===== src/rtl/seg_disp_ctrl_if.sv =====
// Switch input and display-side outputs of the two-digit seven-segment sequencer.
interface seg_disp_ctrl_if;
  logic       sw;
  logic [6:0] seg_out;
  logic [1:0] dig_en;
  logic [6:0] value;
  logic       busy;

  modport master (
    input  sw,
    output seg_out,
    output dig_en,
    output value,
    output busy
  );

  modport slave (
    output sw,
    input  seg_out,
    input  dig_en,
    input  value,
    input  busy
  );
endinterface


===== src/rtl/seg_disp_ctrl.sv =====
// Two-digit seven-segment sequencer: a debounced press adds STEP to a mod-100 total,
// an iterative subtractor converts it to BCD, and the digits are scanned onto one bus.
module seg_disp_ctrl #(
  parameter int unsigned STEP         = 25,
  parameter int unsigned DEBOUNCE_CYC = 16,
  parameter int unsigned SCAN_CYC     = 1000
) (
  input  logic            clk,
  input  logic            reset,
  seg_disp_ctrl_if.master bus
);

  localparam int unsigned DB_W   = $clog2(DEBOUNCE_CYC);
  localparam int unsigned SCAN_W = $clog2(SCAN_CYC);
  localparam int unsigned VAL_W  = 7;
  localparam int unsigned DIG_W  = 4;
  localparam int unsigned SEG_W  = 7;

  typedef enum logic [1:0] {
    S_IDLE,
    S_ADD,
    S_DIV,
    S_COMMIT
  } state_t;

  // Input conditioning
  logic            sw_meta;
  logic            sw_sync;
  logic            sw_stable;
  logic [DB_W-1:0] db_cnt;
  logic            press;

  // Arithmetic / conversion
  state_t           state;
  logic             pending;
  logic             busy_q;
  logic [VAL_W-1:0] value_q;
  logic [VAL_W-1:0] rem;
  logic [DIG_W-1:0] tens_w;
  logic [DIG_W-1:0] ones_w;
  logic [DIG_W-1:0] tens_d;
  logic [DIG_W-1:0] ones_d;
  logic [7:0]       sum_c;

  // Scan
  logic [SCAN_W-1:0] scan_cnt;
  logic              sel;
  logic [SEG_W-1:0]  seg_q;
  logic [1:0]        dig_en_q;

  // Active-low segment pattern a..g for one BCD digit; non-decimal codes show "0".
  function automatic logic [SEG_W-1:0] enc(input logic [DIG_W-1:0] d);
    logic [SEG_W-1:0] s;
    case (d)
      4'd0:    s = 7'b0000001;
      4'd1:    s = 7'b1001111;
      4'd2:    s = 7'b0010010;
      4'd3:    s = 7'b0000110;
      4'd4:    s = 7'b1001100;
      4'd5:    s = 7'b0100100;
      4'd6:    s = 7'b0100000;
      4'd7:    s = 7'b0001111;
      4'd8:    s = 7'b0000000;
      4'd9:    s = 7'b0000100;
      default: s = 7'b0000001;
    endcase
    return s;
  endfunction

  // Two-flop synchronizer, then a level must hold DEBOUNCE_CYC cycles to be accepted.
  always_ff @(posedge clk) begin
    if (!reset) begin
      sw_meta   <= 1'b0;
      sw_sync   <= 1'b0;
      sw_stable <= 1'b0;
      db_cnt    <= '0;
      press     <= 1'b0;
    end else begin
      sw_meta <= bus.sw;
      sw_sync <= sw_meta;
      press   <= 1'b0;
      if (sw_sync != sw_stable) begin
        if (db_cnt == DB_W'(DEBOUNCE_CYC - 1)) begin
          sw_stable <= sw_sync;
          db_cnt    <= '0;
          press     <= sw_sync;
        end else begin
          db_cnt <= db_cnt + DB_W'(1);
        end
      end else begin
        db_cnt <= '0;
      end
    end
  end

  assign sum_c = {1'b0, value_q} + 8'(STEP);

  // Add / divide-by-repeated-subtraction / commit sequencer with one queued press.
  always_ff @(posedge clk) begin
    if (!reset) begin
      state   <= S_IDLE;
      pending <= 1'b0;
      busy_q  <= 1'b0;
      value_q <= '0;
      rem     <= '0;
      tens_w  <= '0;
      ones_w  <= '0;
      tens_d  <= '0;
      ones_d  <= '0;
    end else begin
      case (state)
        S_IDLE: begin
          if (press || pending) begin
            state   <= S_ADD;
            pending <= 1'b0;
            busy_q  <= 1'b1;
          end
        end
        S_ADD: begin
          if (sum_c >= 8'd100) begin
            value_q <= VAL_W'(sum_c - 8'd100);
            rem     <= VAL_W'(sum_c - 8'd100);
          end else begin
            value_q <= VAL_W'(sum_c);
            rem     <= VAL_W'(sum_c);
          end
          tens_w <= '0;
          state  <= S_DIV;
        end
        S_DIV: begin
          if (rem >= VAL_W'(10)) begin
            rem    <= rem - VAL_W'(10);
            tens_w <= tens_w + DIG_W'(1);
          end else begin
            ones_w <= DIG_W'(rem);
            state  <= S_COMMIT;
          end
        end
        S_COMMIT: begin
          tens_d <= tens_w;
          ones_d <= ones_w;
          busy_q <= 1'b0;
          state  <= S_IDLE;
        end
        default: begin
          busy_q <= 1'b0;
          state  <= S_IDLE;
        end
      endcase
      // A press during a conversion is remembered once; further ones are dropped.
      if (state != S_IDLE && press) begin
        pending <= 1'b1;
      end
    end
  end

  // Free-running scan; outputs follow sel one cycle later so ones shows first.
  always_ff @(posedge clk) begin
    if (!reset) begin
      scan_cnt <= '0;
      sel      <= 1'b0;
      seg_q    <= 7'b1111111;
      dig_en_q <= 2'b00;
    end else begin
      if (scan_cnt == SCAN_W'(SCAN_CYC - 1)) begin
        scan_cnt <= '0;
        sel      <= ~sel;
      end else begin
        scan_cnt <= scan_cnt + SCAN_W'(1);
      end
      dig_en_q <= sel ? 2'b10 : 2'b01;
      seg_q    <= enc(sel ? tens_d : ones_d);
    end
  end

  assign bus.seg_out = seg_q;
  assign bus.dig_en  = dig_en_q;
  assign bus.value   = value_q;
  assign bus.busy    = busy_q;

endmodule

===== src/flat_wrapper.sv =====
// flat-port wrapper written by rule: the top's interface ports become plain ports
module seg_disp_ctrl_flat 
#(
  parameter int unsigned STEP         = 25,
  parameter int unsigned DEBOUNCE_CYC = 16,
  parameter int unsigned SCAN_CYC     = 1000
)
  (clk, reset, bus_sw, bus_seg_out, bus_dig_en, bus_value, bus_busy);
  seg_disp_ctrl_if bus_i ();
  input  logic clk;
  input  logic reset;
  input wire logic [$bits(bus_i.sw)-1:0] bus_sw;
  output wire logic [$bits(bus_i.seg_out)-1:0] bus_seg_out;
  output wire logic [$bits(bus_i.dig_en)-1:0] bus_dig_en;
  output wire logic [$bits(bus_i.value)-1:0] bus_value;
  output wire logic [$bits(bus_i.busy)-1:0] bus_busy;
  assign bus_i.sw = bus_sw;
  assign bus_seg_out = bus_i.seg_out;
  assign bus_dig_en = bus_i.dig_en;
  assign bus_value = bus_i.value;
  assign bus_busy = bus_i.busy;
  seg_disp_ctrl #(.STEP(STEP), .DEBOUNCE_CYC(DEBOUNCE_CYC), .SCAN_CYC(SCAN_CYC)) u_core (.clk(clk), .reset(reset), .bus(bus_i));
endmodule

===== config.mk =====
export PLATFORM = sky130hd
export DESIGN_NAME = seg_disp_ctrl_flat
export DESIGN_NICKNAME = d
export VERILOG_FILES = /design/src/rtl/seg_disp_ctrl_if.sv /design/src/rtl/seg_disp_ctrl.sv /design/src/flat_wrapper.sv
export SDC_FILE = /design/constraint.sdc
export NUM_CORES = 1
export LEC_CHECK = 0
export ABC_CLOCK_PERIOD_IN_PS = 2400
export CAP_MARGIN = 5
export CORE_ASPECT_RATIO = 1.1
export CORE_MARGIN = 5
export CORE_UTILIZATION = 35
export CTS_CLUSTER_SIZE = 14
export DETAILED_ROUTE_END_ITERATION = 8
export PLACE_DENSITY = 0.56
export SLEW_MARGIN = 20
export SYNTH_ARGS = -nofsm -noshare
export SYNTH_HDL_FRONTEND = slang
export SYNTH_SLANG_ARGS = --single-unit
export TNS_END_PERCENT = 1

===== constraint.sdc =====
create_clock -name clk -period 2.4 [get_ports clk]
set_input_delay 0.48 -clock clk [delete_from_list [all_inputs] [get_ports clk]]
set_output_delay 0.48 -clock clk [all_outputs]
set_load 0.005 [all_outputs]

**Yosys cells after proc, flatten, opt, wreduce, memory -nomap -nowiden**

Memories as Yosys holds them, arrays and structs flattened. A register that Yosys moved wholly into a read port is not among the register bits.
Index checks and enable logic that the tools add are counted.
W data, S select, Z words.

- Input port bits: 3
- Memories kept: 1
- Bits in read-only memories: 112
- Word-level logic and storage cells: 72
- Bits in registers: 55

Memories:

| memory | words | bits a word | read ports | clocked after memory_dff | write ports | RTL line | source |
|---|---|---|---|---|---|---|---|
| (no name shown) | 16 | 7 | 1 | 1 | 0 | seg_disp_ctrl.sv:54 | `case (d)` |

- Bitwise logic cells: 4
- Magnitude comparators: 2
- Muxes and demuxes: 15
- Add/sub/neg operators: 6
- Reduce and logical (&&, ||, !) cells: 18
- Equal/unequal tests: 9

Operator list:

| cell | number |
|---|---|
| $mux W7 | 2 |
| $pmux W7 S2 | 1 |
| $reduce_and A2 Y1 | 6 |
| $add A10 B1 Y10 const B | 1 |
| $eq A10 B10 Y1 const B | 1 |
| $reduce_bool A2 Y1 | 5 |
| $add A4 B1 Y4 const B | 2 |
| $add A7 B5 Y8 const B | 1 |
| $ge A8 B7 Y1 const B | 1 |
| $mux W4 | 2 |
| $pmux W2 S4 | 1 |
| $pmux W4 S2 | 1 |
| $ge A7 B4 Y1 const B | 1 |
| $sub A7 B4 Y7 const B | 1 |
| $sub A7 B7 Y7 const B | 1 |
| $mux W2 | 3 |
| $eq A2 B2 Y1 const B | 2 |
| $eq A4 B4 Y1 const B | 1 |
| $mux W1 | 4 |
| $ne A2 B1 Y1 const B | 2 |
| $not A1 Y1 | 4 |
| $reduce_and A3 Y1 | 1 |
| $reduce_or A3 Y1 | 1 |
| $eq A2 B1 Y1 const B | 1 |
| 8 further kinds | 8 |

**Longest topological paths before layout**

Gate-level depths: netlist (run 1).

- Depth in word-level cells: 4
- Depth in mapped cells: 9
- Gate-level depth less buffers: 9

**Worst setup path before layout (run 1)**

Ideal clock, no wire load.

- Kind: register -> register
- From: register u_core.value_q[0], in the netlist u_core.bus.value[0]
- To: register u_core.value_q[4], in the netlist u_core.bus.value[4]
- Stages on the path, launching flop included: 10
- Clock period less this slack: 2099 ps
- Data arrival time: 2028 ps
- Setup slack: 301 ps
- Path buffers: 0
- Setup time: 72 ps
- Cell sequence: dfxtp_1 > ha_1 > xnor2_1 > inv_1 > ha_1 > nand2_1 > a31oi_4 > o21ai_2 > mux2i_1 > mux2i_1

- Longest elaborated chain between the ends: 3
- Elaborated cells on any way between the ends: 4
- Those cells by class: 2 x add/sub; 1 x order compare; 1 x mux

Ends and longest elaborated chain:

| what | RTL line | source |
|---|---|---|
| start, declared | seg_disp_ctrl.sv:37 | `logic [VAL_W-1:0] value_q;` |
| start signal, assigned | seg_disp_ctrl.sv:121 | `value_q <= VAL_W'(sum_c - 8'd100);` |
| start signal, assigned | seg_disp_ctrl.sv:124 | `value_q <= VAL_W'(sum_c);` |
| $add A7 B5 Y8 (*) | seg_disp_ctrl.sv:96 | `assign sum_c = {1'b0, value_q} + 8'(STEP);` |
| $sub A7 B7 Y7 or $ge A8 B7 Y1 (tied branches) | seg_disp_ctrl.sv:121, seg_disp_ctrl.sv:120 |  |
| $mux W7 (*) | seg_disp_ctrl.sv:120 | `if (sum_c >= 8'd100) begin` |

Every way passes the cells marked *; elsewhere a longest branch is shown, timed or not.
A chain may end at the register's enable or synchronous reset.

**Final worst setup path (run 1)**

- From: register u_core.value_q[1], in the netlist u_core.bus.value[1]
- To: register u_core.value_q[4], in the netlist u_core.bus.value[4]

Same word-level chain as after synthesis.

==> impl_metrics.csv, run 1 <==
group,metric,value,unit
setup_path,path_max_fanout,6,
clock_tree,cts_tree,"yes",
setup_path,critical_path.top_delay_family,"adder cells",
power,p_seq_share,40.3,%
setup_path,slowest_delay,390,ps
route,wl_per_cell,12.52,um
setup_path,r2r_cells,7,
route,top_layer,"met4",
hold_path,holdCritPathClass,"register to register",
layout,n_antenna_cell,0,
floorplanning,start_util,35.70,%
layout,fin_util,42.66,%
clock_tree,cts_buffer_depth,2,
route,met1_length,2898,um
synthesis,synth-edff-count,0,
run,maxCapViolations,0,
timing,maxSlewHeadroom,56.19,%
hold_path,holdPathStages,1,
power,clkPwrFrac,34.9,%
setup_path,required,2690,ps
floorplanning,core,8320,sq um
layout,nNetsFinal,381,
setup_path,path_buf_inv,0,
synthesis,ys_seq_elements,62,
global_routing,grt_max_degree,26,
route,wl,5972,um
route,first_iter_violations,73,
synthesis,synthTopCellsByCount,"62 x dfxtp_1, 44 x nor2_1, 34 x nand2_1, 27 x mux2i_1",
power,intPower,2.019,mW
layout,layout-area-overhead-vs-synth,19.50,%
synthesis,yosysSeqAreaShare,41.79,%
clock_tree,cts_buffers,9,
setup_path,reg2reg_to,"u_core.bus.value[4]",
floorplanning,die_w,97.84,um
synthesis,yosysWarnings,0,
place,hpwlAfterDp,4296,um
clock_tree,cts_resized,0,
setup_path,reg2reg_slack,210,ps
clock_tree,cts_sinks,62,
layout,drive_gt1_share,9.563,%
synthesis,yosys_most_used_dff,"dfxtp_1",
timing,fin_crit,2195,ps
route,wl_met3,138,um
synthesis,synth_area_leaders,"dfxtp_1 42%, mux2i_1 9.1%, ha_1 7.2%",
setup_path,criticalPathCategory,"register to register",
synthesis,synthesis.nets,353,
power,netSwitchingPower,0.9408,mW
power,total_leakage_power,1.436,nW
floorplanning,die_area,10430,sq um
synthesis,async_reset_ff_share,0,%
floorplanning,die_h,106.6,um
setup_path,crit_path_start_kind,"register",
synthesis,syn_avg_cell_area,8.920,sq um
timing,whs,435.5,ps
clock_tree,cts_setup_buffers,0,
timing,worstMarginPinSlew,638.8,ps
timing,tns,0,ps
setup_path,cp.arrival,2480,ps
status,run_status,"finished, final reports clean",
setup_path,r2r-start,"u_core.bus.value[1]",
global_routing,overflow,0,
setup_path,crit_slowest_cell,"dfxtp_1",
floorplanning,rows,35,
timing,fin_crit_sh,91.45,%
synthesis,yosysTopAreaCell,"dfxtp_1",
clock_tree,htree_levels,3,
clock_tree,cts.clk_slew.worst_paths,80,ps
synthesis,synth_area,2970,sq um
timing,hold_viol,0,
timing,setup_viol,0,
place,place_congestion,0.8218,
timing,fmax,455.6,MHz
synthesis,ys_types,47,
clock_tree,clock-root-buffer,"clkbuf_8",
route,remaining_drc_errors,0,
timing,rsz0062_at_grt,"no",
power,p_comb_share,24.8,%
setup_path,endpoint_kind,"register",
hold_path,holdCritStartpoint,"u_core.sw_meta",
route,vias,2316,
global_routing,grt_pass1_wl,10360,um
synthesis,yosysTopAreaCellShare,41.79,%
route,drtPass1Iterations,4,
synthesis,yosysMostFrequentCell,"dfxtp_1",
synthesis,syn_inst,333,
global_routing,grt_pass1_vias,2275,
power,peakVddDrop,376.3,uV
timing,skew,11.21,ps
global_routing,antenna_found_initial,0,
floorplanning,io_pins,20,
place,io_buffers,19,
clock_tree,hold_buffers,0,
route,via_per_inst,4.855,
route,route.met2.wl,2764,um
hold_path,min_to,"u_core.sw_sync",
clock_tree,insertion_delay,350,ps
power,power.density,833.8,nW/um^2
route,antenna_left,0,
power,p_sw_share,31.79,%
global_routing,grtUsageTotal,12.48,%
timing,drv_slew,0,
setup_path,path_cells,"ha_1 > xnor2_1 > ha_1 > a31oi_4 > o21ai_2 > mux2i_1 > mux2i_1",
[metal layers]
metal,GRT usage [%],vias to the layer above
li1,-,1208
met3,2.928,13
met4,8.111,0
met5,0,-
met1,15.27,1073
met2,19.60,22
[registers in the layout, summed over array words and instances, names as in the netlist]
name,count
u_core.bus.dig_en,2
u_core.sw_stable,1
u_core.tens_d,4
u_core.bus.busy,1
u_core.press,1
u_core.sel,1
u_core.rem,7
u_core.ones_d,4
u_core.state,2
u_core.sw_meta,1
u_core.ones_w,4
u_core.sw_sync,1
u_core.bus.seg_out,7
u_core.db_cnt,4
u_core.pending,1
u_core.bus.value,7
u_core.scan_cnt,10
u_core.tens_w,4
[cells by family (layout without fill, tap and decap cells)]
kind of cell	count (synthesis)	count (layout)	synth area share, %
flip-flops	62	62	41.79
buffers and inverters	29	62	3.707
multiplexers	27	27	9.099
AO/OA/AOI/OAI	59	59	14.07
XOR/XNOR	18	18	5.561
adder cells (fa/ha/maj)	17	17	7.161
AND/OR/NAND/NOR	121	121	18.62
[power groups by stage]
stage	registers, mW	clock network [mW]	logic [mW]
after global routing	1.20	1.11	0.817
after CTS	1.19	1.06	0.742
after detailed placement	1.21	0	0.739
after floorplan	1.22	0	0.497
final	1.19	1.03	0.733
after global placement	1.22	0	0.731
[worst max-delay path by stage]
stage | end | depth (start not counted) | slack (ps) | from
after global placement | u_core.bus.value[4] | 9 | 310 | u_core.bus.value[1]
after global routing | u_core.rem[3] | 8 | 60 | u_core.bus.value[1]
after detailed placement | u_core.bus.value[4] | 9 | 250 | u_core.bus.value[1]
after floorplan | u_core.bus.value[4] | 9 | 300 | u_core.bus.value[0]
after CTS | u_core.bus.value[4] | 9 | 220 | u_core.bus.value[1]
final | u_core.bus.value[4] | 7 | 210 | u_core.bus.value[1]
[per-stage QoR]
step	cells	power [mW]	worst slack [ps]	cell area (sq um)
6_report	477	2.960	205.1	3550
5_1_grt	477	3.134	59.30	3550
4_1_cts	477	2.997	218.4	3550
3_5_place_dp	461	1.954	248.5	3328
3_3_place_gp	461	1.947	311.1	3328
2_1_floorplan	333	1.715	300.7	2970
[worst reg2reg max path, stage by stage, from the launching register on]
cell and delay, ps:
dfxtp_1 390, ha_1 240, xnor2_1 340, ha_1 370
a31oi_4 160, o21ai_2 190, mux2i_1 260, mux2i_1 190
[placed cells by master, fill, tap and decap left out, types with 2 or more instances in the layout]
master and instances:
dfxtp_1 62, bufinv_16 2, clkdlybuf4s50_1 19, clkbuf_8 9, nor4_1 2, and2_1 5, mux2i_1 27, nand3_1 12
nand4_1 3, and3_1 4, o31ai_1 2, nand2_1 34, xor2_1 9, nor2_1 44, a21boi_0 4, a22oi_1 2
clkinvlp_4 2, nor2b_1 2, inv_1 17, a21oi_1 13, nor3b_1 2, or3_1 2, o21ai_1 2, nor3_1 5
o21ai_0 16, ha_1 17, a31oi_1 3, nand2b_1 3, a221oi_1 2, xnor2_1 8, buf_4 10
[final cells by class]
| class | count | area [sq um] |
|---|---|---|
| Timing Repair Buffer | 29 | 265.3 |
| Clock buffer | 9 | 123.9 |
| Multi-Input combinational cell | 242 | 1619 |
| Clock inverter | 7 | 97.59 |
| Tap cell | 111 | 138.9 |
| Sequential cell | 62 | 1241 |
| Inverter | 17 | 63.81 |
| Fill cell | 841 | 4771 |
(Power assumes the default switching activity.)
==> run 2, diff against run 1 <==
--- a/config.mk
+++ b/config.mk
@@ -12,7 +12,9 @@
 export CORE_UTILIZATION = 35
 export CTS_CLUSTER_SIZE = 14
 export DETAILED_ROUTE_END_ITERATION = 8
+export HOLD_SLACK_MARGIN = 0.03
 export PLACE_DENSITY = 0.56
+export SKIP_LAST_GASP = 1
 export SLEW_MARGIN = 20
 export SYNTH_ARGS = -nofsm -noshare
 export SYNTH_HDL_FRONTEND = slang
==> results of run 2 <==
The final DEF is identical to that of run 1; final timing and power are the same.
